### config.mk
export PLATFORM = sky130hd
export DESIGN_NAME = seq_match_ctrl
export DESIGN_NICKNAME = d
export VERILOG_FILES = /design/src/rtl/seq_match_ctrl.sv
export SDC_FILE = /design/constraint.sdc
export NUM_CORES = 1
export LEC_CHECK = 0
export CAP_MARGIN = 20
export CORE_ASPECT_RATIO = 1.1
export CORE_MARGIN = 10
export CORE_UTILIZATION = 55
export DETAILED_ROUTE_END_ITERATION = 10
export DONT_BUFFER_PORTS = 1
export GPL_TIMING_DRIVEN = 0
export PLACE_DENSITY = 0.78
export SYNTH_ARGS = -nofsm -noshare
export SYNTH_HDL_FRONTEND = slang
export SYNTH_SLANG_ARGS = --single-unit
### constraint.sdc
create_clock -name clk -period 3.03 [get_ports clk]
set_input_delay 0.7575 -clock clk [delete_from_list [all_inputs] [get_ports clk]]
set_output_delay 0.7575 -clock clk [all_outputs]
set_load 0.01 [all_outputs]
### src/rtl/seq_match_ctrl.sv
// Run controller for a configurable serial pattern matcher.
// Holds the pattern, length, overlap and target configuration. Arms a
// shift-register matcher on start and counts matches. The run ends when the
// target is reached, or on abort. The optional accepted-bit timeout is
// compiled in when SEQ_TIMEOUT_EN is defined.
module seq_match_ctrl #(
  parameter int          PW          = 8,
  parameter int          CW          = 8,
  parameter logic [PW-1:0] DEF_PATTERN = 8'b0000_1011,
  parameter int          DEF_LEN     = 4,
  parameter int          TMO_BITS    = 64
) (
  input  logic          clk,
  input  logic          rst,
  input  logic          cfg_we,
  input  logic [PW-1:0] cfg_pattern,
  input  logic [3:0]    cfg_len,
  input  logic          cfg_overlap,
  input  logic [CW-1:0] cfg_target,
  input  logic          start,
  input  logic          abort,
  input  logic          bit_in,
  input  logic          bit_valid,
  output logic          det,
  output logic [CW-1:0] match_count,
  output logic          busy,
  output logic          done,
  output logic          timeout
);

  localparam int FW = $clog2(PW + 1);

  typedef enum logic [1:0] {
    IDLE   = 2'd0,
    SEARCH = 2'd1,
    DONE   = 2'd2
  } state_t;

  state_t        state_q, state_d;
  logic          det_q, det_d;
  logic [CW-1:0] count_q, count_d;
  logic [PW-1:0] history_q, history_d;
  logic [FW-1:0] fill_q, fill_d;
  logic [PW-1:0] pattern_q, pattern_d;
  logic [3:0]    len_q, len_d;
  logic          overlap_q, overlap_d;
  logic [CW-1:0] target_q, target_d;
  logic          timeout_q, timeout_d;

`ifdef SEQ_TIMEOUT_EN
  localparam int TW = $clog2(TMO_BITS + 1);
  logic [TW-1:0] tmo_cnt_q, tmo_cnt_d;
  logic          tmo_expire;
`endif

  // Combinational helpers for the matcher datapath.
  logic [PW-1:0] hist_new;
  logic [FW:0]   fill_inc;
  logic [FW-1:0] fill_sat;
  logic [PW-1:0] len_mask;
  logic          hit;
  logic [CW-1:0] count_inc;
  logic          target_hit;
  logic [3:0]    len_clamped;

  assign hist_new = {history_q[PW-2:0], bit_in};
  assign fill_inc = {1'b0, fill_q} + {{FW{1'b0}}, 1'b1};
  assign fill_sat = (32'(fill_inc) > PW) ? FW'(PW) : fill_inc[FW-1:0];

  // One mask bit per pattern position that lies inside the active length.
  for (genvar gi = 0; gi < PW; gi++) begin : g_mask
    assign len_mask[gi] = (32'(len_q) > gi);
  end

  // A match needs enough fresh bits and equality on the active window.
  assign hit = (32'(fill_inc) >= 32'(len_q)) &&
               (((hist_new ^ pattern_q) & len_mask) == '0);

  assign count_inc  = (count_q == {CW{1'b1}}) ? count_q : count_q + 1'b1;
  assign target_hit = (target_q != '0) && (count_inc == target_q);

  assign len_clamped = (cfg_len == 4'd0)     ? 4'd1 :
                       (32'(cfg_len) > PW)   ? 4'(PW) : cfg_len;

`ifdef SEQ_TIMEOUT_EN
  // The window expires on the edge that accepts the TMO_BITS-th bit.
  assign tmo_expire = (32'(tmo_cnt_q) + 1 >= TMO_BITS);
`endif

  // Next-state, configuration and matcher update logic.
  always_comb begin
    state_d   = state_q;
    det_d     = 1'b0;
    count_d   = count_q;
    history_d = history_q;
    fill_d    = fill_q;
    pattern_d = pattern_q;
    len_d     = len_q;
    overlap_d = overlap_q;
    target_d  = target_q;
    timeout_d = timeout_q;
`ifdef SEQ_TIMEOUT_EN
    tmo_cnt_d = tmo_cnt_q;
`endif

    // Configuration may only change while no run is active.
    if (cfg_we && (state_q != SEARCH)) begin
      pattern_d = cfg_pattern;
      len_d     = len_clamped;
      overlap_d = cfg_overlap;
      target_d  = cfg_target;
    end

    case (state_q)
      IDLE, DONE: begin
        if (abort) begin
          state_d = IDLE;
        end else if (start) begin
          state_d   = SEARCH;
          history_d = '0;
          fill_d    = '0;
          count_d   = '0;
          timeout_d = 1'b0;
`ifdef SEQ_TIMEOUT_EN
          tmo_cnt_d = '0;
`endif
        end
      end
      SEARCH: begin
        if (abort) begin
          // Any match on this edge is dropped; the count is held.
          state_d = IDLE;
        end else if (bit_valid) begin
          history_d = hist_new;
          fill_d    = fill_sat;
`ifdef SEQ_TIMEOUT_EN
          tmo_cnt_d = tmo_cnt_q + 1'b1;
`endif
          if (hit) begin
            det_d   = 1'b1;
            count_d = count_inc;
            if (!overlap_q) begin
              fill_d = '0;
            end
`ifdef SEQ_TIMEOUT_EN
            tmo_cnt_d = '0;
`endif
            if (target_hit) begin
              state_d = DONE;
            end
          end
`ifdef SEQ_TIMEOUT_EN
          else if (tmo_expire) begin
            state_d   = DONE;
            timeout_d = 1'b1;
          end
`endif
        end
      end
      default: state_d = IDLE;
    endcase
  end

  // State and configuration registers.
  always_ff @(posedge clk) begin
    if (rst) begin
      state_q   <= IDLE;
      det_q     <= 1'b0;
      count_q   <= '0;
      history_q <= '0;
      fill_q    <= '0;
      pattern_q <= DEF_PATTERN;
      len_q     <= 4'(DEF_LEN);
      overlap_q <= 1'b1;
      target_q  <= CW'(1);
      timeout_q <= 1'b0;
`ifdef SEQ_TIMEOUT_EN
      tmo_cnt_q <= '0;
`endif
    end else begin
      state_q   <= state_d;
      det_q     <= det_d;
      count_q   <= count_d;
      history_q <= history_d;
      fill_q    <= fill_d;
      pattern_q <= pattern_d;
      len_q     <= len_d;
      overlap_q <= overlap_d;
      target_q  <= target_d;
      timeout_q <= timeout_d;
`ifdef SEQ_TIMEOUT_EN
      tmo_cnt_q <= tmo_cnt_d;
`endif
    end
  end

  assign det         = det_q;
  assign match_count = count_q;
  assign busy        = (state_q == SEARCH);
  assign done        = (state_q == DONE);
  assign timeout     = timeout_q && (state_q == DONE);

endmodule
==> results of run 1 <==
[sequential cells by signal, indices dropped and copies added, names as in the netlist]
name,cells
target_q,8
len_q,4
overlap_q,1
match_count,8
state_q,2
det,1
pattern_q,8
history_q,7
fill_q,4
[how the worst min path moves through the flow]
stage,slack [ns],start,endpoint,depth (start not counted)
after global routing,0.51,pattern_q[4],pattern_q[4],2
after floorplan,0.45,pattern_q[7],pattern_q[7],2
after CTS,0.48,pattern_q[4],pattern_q[4],2
after global placement,0.46,pattern_q[4],pattern_q[4],2
final,0.48,pattern_q[4],pattern_q[4],2
after detailed placement,0.46,pattern_q[4],pattern_q[4],2
[power by group]
group          total, W  switching, W  internal, W
combinational  0.000145     0.0000886    0.0000559
clock          0.000392      0.000220     0.000171
sequential     0.000605     0.0000211     0.000584
total           0.00114      0.000330     0.000811
[cell type report]
cell class                      instances  area, µm²
Clock buffer                            5       68.8
Tap cell                               56       70.1
Sequential cell                        43        861
Fill cell                             442       1850
Buffer                                 24        118
Multi-Input combinational cell        261       1610
Clock inverter                          3       26.3
Inverter                                5       18.8
[stage by stage]
stage | power, W | worst slack (ns) | hold WS [ns] | cell area [µm²] | cells
final | 0.00114 | 0.281 | 0.478 | 2770 | 397
after detailed placement | 0.000761 | 0.305 | 0.462 | 2670 | 389
after global placement | 0.000757 | 0.320 | 0.463 | 2670 | 389
after floorplan | 0.000724 | 0.551 | 0.448 | 2600 | 333
after global routing | 0.00119 | 0.112 | 0.509 | 2770 | 397
after CTS | 0.00115 | 0.291 | 0.475 | 2770 | 397
[synthesized netlist by cell type, types with 2 or more instances]
master / instances / share of area, %
a2111oi_0: 4 / 1.3
a211oi_1: 4 / 1.2
a21o_1: 3 / 0.87
a21oi_1: 23 / 4.4
a22oi_1: 7 / 2.0
a31oi_1: 3 / 0.72
and2_1: 4 / 0.96
and3_1: 7 / 1.7
and4b_1: 2 / 0.77
buf_1: 3 / 0.43
buf_2: 7 / 1.3
buf_6: 2 / 0.87
clkbuf_1: 11 / 1.6
dfxtp_1: 43 / 33
ha_1: 5 / 2.4
inv_1: 5 / 0.72
mux2i_1: 2 / 0.77
nand2_1: 56 / 8.1
nand2b_1: 8 / 1.9
nand3_1: 10 / 1.9
nand3b_1: 8 / 2.3
nand4_1: 4 / 0.96
nor2_1: 24 / 3.5
nor2b_1: 7 / 1.7
nor3_1: 8 / 1.5
nor3b_1: 3 / 0.87
nor4_1: 4 / 0.96
o211a_1: 2 / 0.77
o211ai_1: 2 / 0.58
o21ai_0: 13 / 2.5
o311ai_0: 2 / 0.67
o31ai_1: 6 / 1.7
o32ai_1: 2 / 0.67
or3_1: 4 / 0.96
xnor2_1: 12 / 4.0
[worst max-delay path, stage by stage, from the launching register on]
cell and delay [ns]:
dfxtp_1 0.44, nand3_1 0.12, xnor2_1 0.20, ha_1 0.28, nor2b_1 0.17, a2111oi_4 0.36, o21ai_2 0.14, and3_1 0.19
buf_2 0.16, a21oi_2 0.26, mux2_4 0.33
[cells by family (layout without fill, tap and decap cells)]
group	after synthesis	count (layout)	share of synthesized area, %
AO/OA/AOI/OAI	82	82	22.6
XOR/XNOR	13	13	4.38
adder cells (fa/ha/maj)	5	5	2.40
buffers and inverters	29	37	5.24
flip-flops	43	43	33.1
multiplexers	3	3	1.35
other	1	1	0.144
AND/OR/NAND/NOR	157	157	30.8
[routing by layer]
metal	wire (µm)	part of all wire, %	up-vias
li1	-	-	1221
met1	2720	40	1137
met2	3330	49	93
met3	534	7.9	12
met4	187	2.8	0
met5	0	0	-
==> reports/qor.csv, run 1 <==
stage,metric,value,unit
run_status,status,"finished, final reports clean",
timing,slew_violations,0,
global_routing,grt_pass1_vias,2366,
global_routing,grt_use_met2,29.6,%
power,power.density,412,nW/µm²
timing,period_minus_slack,2.75,ns
cts,clkLatencyLatePin,0.30,ns
cts,clk_pin_slew,0.09,ns
timing,setup_viol,0,
synth,synthArstFlopShare,0,%
cts,cts_setup_buffers,0,
synth,synth_edf_count,0,
global_routing,grt_max_degree,17,
synth,synthesis.nets,366,
worst_hold_path,min_path_type,flip-flop to flip-flop,
power,ir_drop,0.000306,V
timing,clock.fmax,0.364,GHz
cts,htree_num_levels,2,
critical_path,crit_type,flip-flop to flip-flop,
global_routing,grt_first_pass_wirelength,11300,µm
cts,clk_path_buf_depth,2,
critical_path,reg2regPathDepth,10,
synth,yosys_warnings,0,
floorplan,fp.dieH,92.1,µm
global_routing,grt_overflow_total,0,
route,drc_errors,0,
floorplan,dieWidth,85.6,µm
cts,ctsRootBufferMaster,clkbuf_8,
finish,final_util,59.9,%
cts,cts-resized-gates,0,
route,vias_per_cell,6.20,
route,antenna_left,0,
finish,insertedDiodeCount,0,
route,wl,6770,µm
floorplan,die-area,7890,µm²
synth,syn_area,2600,µm²
cts,cts_made_buffers,5,
timing,worstMarginPinSlew,0.679,ns
synth,syn_inst,333,
critical_path,timing.critical_path.fanout_max,6,
timing,final.setup.tns,0,ns
route,wire_per_inst,17.1,µm
route,drtIter0Drc,174,
critical_path,critPathArrivalTime,2.95,ns
synth,syn_area_per_cell,7.82,µm²
critical_path,r2r-end,match_count[4],
global_routing,antenna_found_initial,0,
timing,grt_setup_unrepaired,no,
placed_design,gp_congestion,0.889,
critical_path,rr_startpoint,fill_q[0],
global_routing,grt.busiest_layer,met2,
timing,final-hold-violation-count,0,
route,vias,2463,
critical_path,critPathRequiredTime,3.23,ns
floorplan,ios,40,
critical_path,crit_start,fill_q[0],
synth,ys_seq_area_share,33.1,%
critical_path,endpoint,match_count[4],
synth,synth-seq-cells,43,
cts,cts_hold_buf,0,
global_routing,grt_use_total,17.0,%
critical_path,reg2reg_setup_slack,0.28,ns
critical_path,worst_setup_path_start_kind,flip-flop,
placed_design,place_hpwl,5190,µm
global_routing,use_met1,19.5,%
finish,layout.cells.most_common,nand2_1,
timing,fin_skew,0.00483,ns
cts,cts_tree,yes,
timing,slew_headroom,54.7,%
floorplan,core,4620,µm²
power,power_leakage,1.00,nW
floorplan,initial_core_util,56.3,%
finish,layout_common_cells,"nand2_1, dfxtp_1, nor2_1",
finish,drive_gt1_share,8.21,%
critical_path,worst_setup_path_end_kind,flip-flop,
placed_design,io_buffers,0,
cts,numClockSinks,43,
job,drv_cap,0,
floorplan,rows,26,
finish,area.growth.synth_to_final,6.35,%
synth,ys.flop_type,dfxtp_1,
global_routing,met3_usage,4.42,%
timing,period_share,90.7,%
finish,fin_nets,373,
route,first_pass_iters,4,
synth,synth.distinct_cells,58,
(Power assumes the default switching activity.)
==> run 2, diff against run 1 <==
--- a/config.mk
+++ b/config.mk
@@ -7,12 +7,12 @@
 export LEC_CHECK = 0
 export CAP_MARGIN = 20
 export CORE_ASPECT_RATIO = 1.1
-export CORE_MARGIN = 10
+export CORE_MARGIN = 2
 export CORE_UTILIZATION = 55
 export DETAILED_ROUTE_END_ITERATION = 10
 export DONT_BUFFER_PORTS = 1
 export GPL_TIMING_DRIVEN = 0
-export PLACE_DENSITY = 0.78
+export PLACE_DENSITY = 0.7
 export SYNTH_ARGS = -nofsm -noshare
 export SYNTH_HDL_FRONTEND = slang
 export SYNTH_SLANG_ARGS = --single-unit
==> run 2 against run 1 <==
Wire length down 4.5%. Fmax down 3.3%. Global-route usage up 8.0 points. Register-to-register slack worse by 0.09 ns. Sequential cell count unchanged. Hold slack worse by 0.0032 ns.
==> reports/qor.csv, run 2 (same netlist as run 1, synthesis figures left out) <==
stage,metric,value,unit
run_status,status,"finished, final reports clean",
timing,final-hold-violation-count,0,
global_routing,grt_use_met2,42.7,%
cts,ctsRootBufferMaster,clkbuf_8,
timing,final.setup.tns,0,ns
floorplan,core,4590,µm²
route,vias,2446,
timing,period_minus_slack,2.84,ns
power,power_leakage,1.01,nW
global_routing,grt.busiest_layer,met2,
worst_hold_path,whs_path_depth,2,
job,drv_cap,0,
floorplan,ios,40,
cts,cts_made_buffers,5,
timing,fin_skew,0.00784,ns
critical_path,critPathRequiredTime,3.23,ns
finish,fin_nets,373,
cts,cts_setup_buffers,0,
floorplan,dieWidth,69.6,µm
critical_path,crit_type,flip-flop to flip-flop,
global_routing,grt_first_pass_wirelength,10600,µm
route,vias_per_cell,6.16,
cts,cts_hold_buf,0,
cts,numClockSinks,43,
cts,clk_pin_slew,0.09,ns
timing,clock.fmax,0.352,GHz
cts,cts-resized-gates,0,
critical_path,worst_setup_path_end_kind,flip-flop,
global_routing,use_met1,30.0,%
cts,clkLatencyLatePin,0.31,ns
floorplan,die-area,5300,µm²
timing,period_share,93.8,%
timing,setup_viol,0,
route,drtIter0Drc,190,
timing,slew_headroom,53.8,%
finish,fillers,432,
cts,clk_path_buf_depth,2,
global_routing,met3_usage,4.89,%
cts,cts_tree,yes,
finish,insertedDiodeCount,0,
global_routing,grt_overflow_total,0,
worst_hold_path,min_path_type,flip-flop to flip-flop,
finish,layout.cells.most_common,nand2_1,
power,power.density,433,nW/µm²
global_routing,grt_pass1_vias,2287,
placed_design,io_buffers,0,
global_routing,antenna_found_initial,0,
timing,setup_ws,0.187,ns
floorplan,fp.dieH,76.1,µm
cts,htree_num_levels,2,
finish,final_cell_area,2790,µm²
finish,final_util,60.7,%
placed_design,place_ws,0.202,ns
route,antenna_left,0,
critical_path,worst_setup_path_start_kind,flip-flop,
finish,layout_common_cells,"nand2_1, dfxtp_1, nor2_1",
placed_design,place_hpwl,4900,µm
route,first_pass_iters,4,
route,wl,6470,µm
floorplan,rows,26,
route,wire_per_inst,16.3,µm
critical_path,critPathArrivalTime,3.05,ns
route,drc_errors,0,
critical_path,reg2regPathDepth,10,
timing,grt_setup_unrepaired,no,
critical_path,timing.critical_path.fanout_max,6,
global_routing,grt_use_total,25.1,%
timing,worstMarginPinSlew,0.692,ns
power,ir_drop,0.000348,V
timing,slew_violations,0,
floorplan,initial_core_util,56.7,%
finish,drive_gt1_share,8.21,%
placed_design,placed_area,2670,µm²
global_routing,grt_max_degree,15,
finish,area.growth.synth_to_final,7.02,%
placed_design,gp_congestion,0.852,
run 2: area by class of cell:
| type | instances | area, µm² | area share [%] |
|---|---|---|---|
| multi-input cells | 261 | 1610 | 57.6 |
| clock buffers | 5 | 68.8 | 2.47 |
| clock inverters | 3 | 43.8 | 1.57 |
| flip-flops and latches | 43 | 861 | 30.9 |
| plain buffers | 24 | 118 | 4.22 |
| inverters | 5 | 18.8 | 0.674 |
| well taps | 56 | 70.1 | 2.52 |
run 2: critical path, cell delays in order, from the launching register on:
cell	delay (ns)
dfxtp_1	0.45
nand3_1	0.12
xnor2_1	0.27
ha_1	0.31
nor2b_1	0.17
a2111oi_4	0.37
o21ai_2	0.14
and3_1	0.19
buf_2	0.15
a21oi_2	0.26
mux2_4	0.32
run 2: layer usage:
metal | vias to the layer above | wire, µm
li1 | 1213 | -
met1 | 1141 | 2800
met2 | 72 | 3130
met3 | 20 | 304
met4 | 0 | 231
met5 | - | 0
run 2: power breakdown:
part | internal, W | switching, W
registers | 0.000584 | 0.0000203
logic | 0.0000560 | 0.0000876
clock network | 0.000246 | 0.000214
run 2: metrics by stage:
stage	total power [W]	hold slack [ns]	cells
final	0.00121	0.475	397
after global routing	0.00126	0.504	397
after CTS	0.00121	0.474	397
after global placement	0.000759	0.457	389
after detailed placement	0.000761	0.462	389
after floorplan	0.000724	0.448	333
run 2: worst paths after layout:
kind	slack, ns	endpoint	start
worst max register to register	0.19	match_count[4]	fill_q[0]
worst min register to register	0.47	pattern_q[4]	pattern_q[4]
worst min-delay path	0.47	pattern_q[4]	pattern_q[4]
worst max-delay path	0.19	match_count[4]	fill_q[0]
